--- src/rtl/fixed_to_posit_pipe.sv ---
// Signed fixed-point to posit converter, 3 register stages, 1 word/cycle; all stages stall together on out_ready low.
// Define FX2P_STATUS_EN to add the out_inexact / out_sat status outputs.
module fixed_to_posit_pipe #(
    parameter int N  = 16,
    parameter int FB = 14,
    parameter int PN = 16,
    parameter int ES = 1
) (
    input  logic          clk,
    input  logic          rst,
    input  logic          in_valid,
    output logic          in_ready,
    input  logic [N-1:0]  in_fixed,
    output logic          out_valid,
    input  logic          out_ready,
    output logic [PN-1:0] out_posit
`ifdef FX2P_STATUS_EN
    ,
    output logic          out_inexact,
    output logic          out_sat
`endif
);

    localparam int PW   = (N > 1) ? $clog2(N) : 1;
    localparam int SW   = PW + 2;
    localparam int TW   = ES + N;
    localparam int VW   = PN + TW + N + 4;
    localparam int PADW = VW - 2 - TW;

    typedef struct packed {
        logic          sign;
        logic          zero;
        logic [N-1:0]  mag;
        logic [PW-1:0] p;
    } s1_t;

    typedef struct packed {
        logic          sign;
        logic          zero;
        logic [PN-2:0] body;
        logic          guard;
        logic          sticky;
    } s2_t;

    logic          adv;
    logic          v1, v2, v3;
    s1_t           s1_d, s1_q;
    s2_t           s2_d, s2_q;
    logic [PN-1:0] posit_d, posit_q;

    assign adv       = out_ready | ~v3;
    assign in_ready  = adv;
    assign out_valid = v3;
    assign out_posit = posit_q;

    // ---------------- S1: sign, magnitude, MSB position ----------------
    logic [N-1:0] mag_c;
    logic [PW:0]  lzc_c;
    logic         found_c;

    assign mag_c = in_fixed[N-1] ? (~in_fixed + N'(1)) : in_fixed;

    always_comb begin
        lzc_c   = '0;
        found_c = 1'b0;
        for (int i = N - 1; i >= 0; i--) begin
            if (!found_c) begin
                if (mag_c[i]) found_c = 1'b1;
                else          lzc_c   = lzc_c + (PW+1)'(1);
            end
        end
    end

    always_comb begin
        s1_d.sign = in_fixed[N-1];
        s1_d.zero = (mag_c == '0);
        s1_d.mag  = mag_c;
        s1_d.p    = PW'((PW+1)'(N - 1) - lzc_c);
    end

    // ---------------- S2: scale, regime, unrounded body ----------------
    logic signed [SW-1:0] s_c, k_c;
    logic        [SW-1:0] sh_c;
    logic        [PW:0]   fs_c;
    logic        [N-1:0]  frac_c;
    logic        [TW-1:0] tail_c;
    logic        [1:0]    head_c;
    logic signed [VW-1:0] base_c, shifted_c;

    assign s_c    = SW'(s1_q.p) - SW'(FB);
    assign k_c    = s_c >>> ES;
    // Run length beyond the 2-bit seed: k for positive regimes, -k-1 for negative ones.
    assign sh_c   = k_c[SW-1] ? ~k_c : k_c;
    assign fs_c   = (PW+1)'(N) - {1'b0, s1_q.p};
    assign frac_c = s1_q.mag << fs_c;

    generate
        if (ES > 0) begin : g_exp
            assign tail_c = {s_c[ES-1:0], frac_c};
        end else begin : g_noexp
            assign tail_c = frac_c;
        end
    endgenerate

    // Seed "10" or "01" then sign-extend right so the leading bit repeats into the full regime.
    assign head_c    = k_c[SW-1] ? 2'b01 : 2'b10;
    assign base_c    = {head_c, tail_c, {PADW{1'b0}}};
    assign shifted_c = base_c >>> sh_c;

    always_comb begin
        s2_d.sign   = s1_q.sign;
        s2_d.zero   = s1_q.zero;
        s2_d.body   = shifted_c[VW-1 -: PN-1];
        s2_d.guard  = shifted_c[VW-PN];
        s2_d.sticky = |shifted_c[VW-PN-1:0];
    end

    // ---------------- S3: round, clamp, negate ----------------
    logic          rnd_c;
    logic [PN-1:0] sum_c;
    logic          ovf_c, unf_c;
    logic [PN-2:0] body_f;
    logic [PN-1:0] mag_p;

    assign rnd_c = s2_q.guard & (s2_q.sticky | s2_q.body[0]);
    assign sum_c = {1'b0, s2_q.body} + PN'(rnd_c);
    assign ovf_c = sum_c[PN-1];
    assign unf_c = ~ovf_c & (sum_c[PN-2:0] == '0);

    always_comb begin
        body_f = sum_c[PN-2:0];
        if (ovf_c)      body_f = '1;
        else if (unf_c) body_f = (PN-1)'(1);
    end

    assign mag_p   = {1'b0, body_f};
    assign posit_d = s2_q.zero ? '0 : (s2_q.sign ? (~mag_p + PN'(1)) : mag_p);

    always_ff @(posedge clk or posedge rst) begin
        if (rst) begin
            v1      <= 1'b0;
            v2      <= 1'b0;
            v3      <= 1'b0;
            s1_q    <= '0;
            s2_q    <= '0;
            posit_q <= '0;
        end else if (adv) begin
            v1      <= in_valid;
            v2      <= v1;
            v3      <= v2;
            s1_q    <= s1_d;
            s2_q    <= s2_d;
            posit_q <= posit_d;
        end
    end

`ifdef FX2P_STATUS_EN
    logic inexact_c, sat_c, inexact_q, sat_q;

    assign inexact_c   = ~s2_q.zero & (s2_q.guard | s2_q.sticky);
    assign sat_c       = ~s2_q.zero & (ovf_c | unf_c);
    assign out_inexact = inexact_q;
    assign out_sat     = sat_q;

    always_ff @(posedge clk or posedge rst) begin
        if (rst) begin
            inexact_q <= 1'b0;
            sat_q     <= 1'b0;
        end else if (adv) begin
            inexact_q <= inexact_c;
            sat_q     <= sat_c;
        end
    end
`endif

endmodule

--- config.mk ---
export PLATFORM = sky130hd
export DESIGN_NAME = fixed_to_posit_pipe
export DESIGN_NICKNAME = d
export VERILOG_FILES = /design/src/rtl/fixed_to_posit_pipe.sv
export SDC_FILE = /design/constraint.sdc
export NUM_CORES = 1
export LEC_CHECK = 0
export ABC_AREA = 1
export BUFFER_PORTS_ARGS = -buffer_cell sky130_fd_sc_hd__buf_4
export CAP_MARGIN = 10
export CORE_UTILIZATION = 45
export CTS_CLUSTER_DIAMETER = 100
export DETAILED_ROUTE_END_ITERATION = 8
export GPL_TIMING_DRIVEN = 0
export PLACE_DENSITY = 0.63
export REMOVE_ABC_BUFFERS = 1
export SLEW_MARGIN = 25
export SYNTH_ARGS = -nofsm -noshare
export SYNTH_HDL_FRONTEND = slang
export SYNTH_SLANG_ARGS = --single-unit
export TNS_END_PERCENT = 20
--- constraint.sdc ---
create_clock -name clk -period 4.1 [get_ports clk]
set_clock_uncertainty 0.2 [all_clocks]
set_input_delay 1.025 -clock clk [delete_from_list [all_inputs] [get_ports clk]]
set_output_delay 1.025 -clock clk [all_outputs]
set_load 0.05 [all_outputs]
==> impl_results.md, run 1 <==
- Final setup fails: 5
- Post-route minimum period: 6.78 ns
- Max Freq: 147 MHz
- Clk sinks: 60
- Post-synthesis simple-gate area fraction: a little under two fifths
- Io pins: 38
- Leakage: between 3 and 4 nW
- # fillers: between 1000 and 1500
- DIE AREA: around 13000 um2
- First-pass GRT wire length: roughly 25000 um
- RSZ-0062 raised after global routing: yes
- P&R area growth vs syn: 32.3%
- Register area share after synthesis: 26.4%
- Mapped Area: ~5700 um2
- Largest net degree at the start of global routing: 54
- Synth Area in Compound Gates: between 10% and 20%
- Port bufs: 37
- Initial DRT Pass Iterations: 7
- Status: complete, but fails checks
- CP arrival: 6.80 ns
- Iteration-0 DRC Markers: 417
- Synth Area per Inst: 6.28 um2
- Post-Synthesis Cells: approximately 900
- Worst hold-check path type: flop to flop
- Yosys reg bits: 60
- Pwr Density: between 600 and 700 nW/um2
- Placeable Area: around 12000 um2
- Failing checks: setup timing
- Post-DP HPWL: about 10000 um
- Post-Synth XOR/XNOR Area: 5.22%
- Drt total wl: approximately 15000 um
- Hold_buf cts: 0
- DRC Markers: 0
- Chip height: between 100 and 150 um
- Max_cap viols: 0
- Required @ worst endpoint: roughly 4.1 ns
- Clk Latency, worst-skew pair: around 0.33 ns
- Worst-path clk slew: about 0.050 ns
- Worst-case clock buffer depth: 2
- Nets: 1029
- Total GRT Usage: roughly a quarter
- Adder-cell share of the synthesized area: ~4.2%
- CTS tree: yes
- Fin. max-slew vios: 0
- Commonest non-fill, non-tap cells in the layout: nand2_1, inv_1, o21ai_0
- Vias in the first global route: 5437
- Type of origin of the critical path: input pin
- Die width: about 110 um
- Rel. slew slack: ~49%
- Buf+Inv Stages, Crit Path: 8
- Max FO, Critical Path: 3
- Leading cell type in the layout, fill and taps excluded: nand2_1
- Period utilisation layout: 165%
- Setup WS post-layout: -2.68 ns
- CP max stage cell: ha_4
- Mux share of post-synthesis cell area: 1.06%
- Setup crit end kind: flop
- Critical path class: input pin to flop
- FP Rows: 40
- Initial antenna violation count: 0
- Proportion of layout cells with a drive suffix above 1: between 20% and 30%
- Starting Density: between 40% and 50%
- # diodes: 0
- Routed vias/inst: about 5.2
- GPL Wtd Cong: 0.856
- Slowest stage delay, CP: approximately 0.28 ns
- CTS Buf Count: 9
- CTS HTree Levels: 3
- Largest family of logic cells by synthesized area: simple AND/OR/NAND/NOR gates
- Cell family with most CP delay: simple AND/OR/NAND/NOR gates
- Final hold violations: 0
- Root Buffer: clkbuf_16
- Core Util, Final: approximately three fifths
- Pin slew with the least headroom to its limit: around 0.77 ns
- Overall power: ~5.2 mW
- Grt total ovfl: 0
- Routed via count: around 6000
- Crit-path most repeated cell: nand2_2
- ANT nets after route: 0
- Max rail drop VDD: roughly 0.3 mV
- Synth cell types: 45
- WL/cell: between 10 and 15 um
- Warnings from Yosys: 0
- Sum Neg Setup Slack: -8.09 ns
[where the power goes]
group	internal, mW	switching (mW)
sequential	0.840	0.208
clock	0.579	0.273
combinational	1.17	2.09
[sequential cells by signal (all words and copies together) (netlist names)]
name,flops
out_posit,16
v2,1
v1,1
s1_q,22
out_valid,1
s2_q,19
[per-layer routing]
| layer | GRT usage, % | routed length (um) |
|---|---|---|
| met1 | 31.3 | 7080 |
| met5 | 0 | 0 |
| met2 | 39.1 | 7280 |
| met3 | 3.02 | 424 |
| met4 | 6.84 | 276 |
[layout make-up]
type / instances / area [um2] / area share [%]
repair buffers: 102 / 860 / 11.4
well taps: 168 / 210 / 2.80
clock buffers: 12 / 267 / 3.55
inverters: 133 / 529 / 7.04
flip-flops and latches: 60 / 1500 / 20.0
clock inverters: 3 / 68.8 / 0.916
multi-input cells: 684 / 4080 / 54.3
[cell families after synthesis]
logic type      count (synthesis)
simple gates                  476
buf+inv                       160
compound gates                150
flops                          60
xor+xnor                       33
fa+ha+maj                      19
mux                             6
[what timing repair did]
item | CTS | global route
buffers inserted | 51 | 24
setup endpoints to repair | 19 | 23
hold endpoints to repair | 0 | 0
gates resized for setup | 70 | 81
pin swaps | 57 | 65
[worst reg2reg max path, delay by kind of cell (launching register included)]
kind,cells,cell delay [ns]
AOI/OAI and AO/OA,4,0.56
xor gates and xnor gates,2,0.36
adders and majority gates,2,0.38
buffers and inverters,1,0.08
DFF,1,0.38
and+or+nand+nor,14,1.95
[worst paths after layout]
check	slack, ns	from	depth (start not counted)	to
hold / removal	0.27	v2	1	out_valid
max in group asynchronous	2.77	rst	3	s1_q[0]
min in group asynchronous	0.43	rst	2	v2
setup reg to reg	0.09	s2_q[1]	23	out_posit[14]
setup / recovery	-2.68	in_fixed[0]	56	s1_q[1]
hold reg to reg	0.27	v2	1	out_valid
[cells in the mapped netlist, drive strengths merged]
cell type  number  area share [%]
a2111oi         1            0.15
a21boi          2            0.26
a21oi          13             1.3
a22o            6            0.93
a22oi           3            0.40
a31oi           2            0.22
a32o            2            0.35
and2            2            0.22
buf             6            0.46
clkbuf         21             1.4
clkinv          5            0.33
dfrtp          60              26
ha             19             4.2
inv           128             8.5
mux2i           6             1.1
nand2         280              19
nand3          74             6.6
nand3b          2            0.26
nand4          15             1.7
nor2           81             7.3
nor3           11             1.1
nor4            4            0.44
o211ai          9             1.2
o21a            1            0.13
o21ai         107             9.4
o22ai           1            0.11
o311ai          2            0.31
o31ai           1            0.13
or2             7            0.77
xnor2           6            0.93
xor2           27             4.3
[stage by stage]
step / area, um2 / setup WS (ns) / std cells / hold slack, ns
after floorplan: 5570 / -3.11 / 877 / 0.240
after global placement: 6060 / -4.05 / 1082 / 0.246
after detailed placement: 6120 / -4.06 / 1084 / 0.260
after CTS: 7050 / -2.66 / 1145 / 0.272
after global routing: 7510 / -3.08 / 1162 / 0.290
final: 7510 / -2.68 / 1162 / 0.267
(Power assumes the default switching activity.)
==> run 2: changes to the inputs <==
MAX_ROUTING_LAYER = met4   (was default)
SLEW_MARGIN = 20   (was 25)
==> impl_results.md, run 2 (same netlist as run 1, synthesis figures left out) <==
- CTS tree: yes
- Post-DP HPWL: 10200 um (-0.79%)
- Commonest non-fill, non-tap cells in the layout: nand2_1, inv_1, o21ai_0
- Final instance area: 7380 um2 (-1.8%)
- Buf+Inv Stages, Crit Path: 8 (unchanged)
- Clk sinks: 60 (unchanged)
- Worst-case clock buffer depth: 2 (unchanged)
- Leading cell type in the layout, fill and taps excluded: nand2_1
- Reg2Reg Setup Slack: 0.21 ns (+0.12 ns)
- Worst hold-check path type: flop to flop
- CTS HTree Levels: 3 (unchanged)
- Starting Density: 46.7% (unchanged)
- Pin slew with the least headroom to its limit: 0.792 ns (+0.0204 ns)
- Grt met3 use: 3.44% (+0.42 points)
- Max_cap viols: 0 (unchanged)
- Clk Latency, worst-skew pair: 0.33 ns (about the same)
- P&R area growth vs syn: 29.9%
- Max FO, Critical Path: 3 (unchanged)
- Rel. slew slack: 47.2% (-1.4 points)
- FP Rows: 40 (unchanged)
- DIE AREA: 13100 um2 (unchanged)
- Type of origin of the critical path: input pin
- Max Freq: 144 MHz (-2.3%)
- Vias in the first global route: 5518 (+1.5%)
- Grt total ovfl: 0 (unchanged)
- Chip height: 114 um (unchanged)
- CP Depth: 56 (unchanged)
- Met2 Usage GRT: 39.4% (+0.32 points)
- Port bufs: 37 (unchanged)
- Hold_buf cts: 0 (unchanged)
- Period utilisation layout: 169% (+3.9 points)
- # diodes: 0 (unchanged)
- Worst setup startpoint: in_fixed[0]
- WL/cell: 12.9 um (-0.15%)
- Iteration-0 DRC Markers: 380 (-8.9%)
- CP Capture Point: s1_q[1]
- Crit-path most repeated cell: nand2_1
- Root Buffer: clkbuf_16
- Cell family with most CP delay: simple AND/OR/NAND/NOR gates
- Nets: 1028 (-0.097%)
- Critical path class: input pin to flop
- R2R Path Start: s2_q[1]
- RR Endpoint: out_posit[6]
- Sum Neg Setup Slack: -8.43 ns (-0.341 ns)
- Die width: 114 um (unchanged)
- First-pass GRT wire length: 25300 um (+2.2%)
- Overall power: 5.03 mW (-2.6%)
- Drt total wl: 15000 um (-0.15%)
- RSZ-0062 raised after global routing: yes
- Routed vias/inst: 5.13 (-0.40%)
- Status: complete, but fails checks
- Final hold violations: 0 (unchanged)
- Reg with most FFs: s1_q
- CTS Buf Count: 9 (unchanged)
- Max rail drop VDD: 0.305 mV (+1.4%)
- Fin. max-slew vios: 0 (unchanged)
- Worst Reg-to-Reg Cells: 26 (+13%)
- Slowest stage delay, CP: 0.30 ns (+0.02 ns)
- CP arrival: 6.96 ns (+0.16 ns)
- Total GRT Usage: 24.5% (+1.2 points)
- Setup crit end kind: flop
- Proportion of layout cells with a drive suffix above 1: 24.5% (-1.3 points)
- Failing checks: setup timing
- GR peak layer: met2
- CP max stage cell: ha_1
- ANT nets after route: 0 (unchanged)
- Leakage: 3.74 nW (-1.2%)
- Pwr Density: 682 nW/um2 (-0.77%)
- DRC Markers: 0 (unchanged)
- Placeable Area: 12200 um2 (unchanged)
- Routed via count: 5964 (-0.40%)
- Worst-path clk slew: 0.06 ns (about the same)
- GPL Wtd Cong: 0.869 (+1.6%)
- Initial antenna violation count: 0 (unchanged)
- Setup WS post-layout: -2.84 ns (-0.160 ns)
- Dpl cell area: 6130 um2 (+0.12%)
- Io pins: 38 (unchanged)
- Largest net degree at the start of global routing: 59 (+9.3%)
- Final setup fails: 4 (-1)
- M1 GR Usage: 32.1% (+0.86 points)
- Post-route minimum period: 6.94 ns (+0.160 ns)
- Required @ worst endpoint: 4.12 ns (about the same)
- Max FFs per register: 22 (unchanged)
- Initial DRT Pass Iterations: 7 (unchanged)
- Core Util, Final: 60.7% (-1.1 points)
==> run 2: changes by cell type in the layout (fill, tap and decap cells not counted), sizes merged <==
cell      previous run  this run
inv                128       130
clkbuf              12        10
buf                102       101
bufinv               2         1
clkinvlp             0         2
==> run 2: how the worst min path moves through the flow <==
stage	depth (start not counted)	endpoint	slack, ns	startpoint
after CTS	1	out_valid	0.27	v2
after floorplan	1	out_valid	0.24	v2
final	1	out_valid	0.26	v2
after global placement	1	out_valid	0.25	v2
after global routing	1	out_valid	0.27	v2
after detailed placement	1	out_valid	0.25	v2
==> run 2: per-layer routing <==
layer  vias to the layer above  wire length (um)
li1                       3093                 -
met1                      2761              7230
met2                        91              7160
met3                        19               441
met4                         0               197
met5                         -                 0
==> run 2: worst reg2reg max path, cell delays in order, from the launching register on <==
cell and delay [ns]:
dfrtp_1 0.38, nand2_2 0.08, inv_2 0.08, ha_4 0.13
nand2_2 0.07, nor3_4 0.15, nand3_2 0.14, nor2_4 0.15
nand3_2 0.10, nor3_2 0.21, xor2_1 0.22, nor2_1 0.06
nand3_1 0.12, o21ai_2 0.08, nor2_2 0.11, ha_2 0.23
nand3_4 0.10, nor4_4 0.21, buf_4 0.15, buf_4 0.09
buf_4 0.09, buf_4 0.09, buf_4 0.09, buf_4 0.09
nor2_1 0.04, xor2_1 0.15, a22o_1 0.18
==> run 2: timing repair <==
| action | in CTS | in global routing |
|---|---|---|
| pin swaps | 59 | 57 |
| resized for setup | 68 | 59 |
| endpoints found under the setup margin | 20 | 25 |
| setup buffers | 53 | 17 |
| hold endpoints to repair | 0 | 0 |
==> run 2: report_power, final <==
group	internal (mW)	switching (mW)	total (mW)
clock	0.470	0.281	0.751
sequential	0.840	0.206	1.05
combinational	1.14	2.09	3.23
total	2.45	2.58	5.03
==> run 2: cell type report <==
type	count	area, um2
fillers	1145	4780
multi-input cells	684	4020
flip-flops and latches	60	1500
repair buffers	101	828
inverters	133	527
clock buffers	10	229
well taps	168	210
clock inverters	6	63.8
==> run 2: metrics by stage <==
stage	instances	hold slack (ns)	setup slack, ns
after floorplan	877	0.240	-3.11
after global placement	1082	0.246	-4.05
after detailed placement	1084	0.251	-4.07
after CTS	1150	0.265	-2.65
after global routing	1162	0.268	-3.19
final	1162	0.263	-2.84
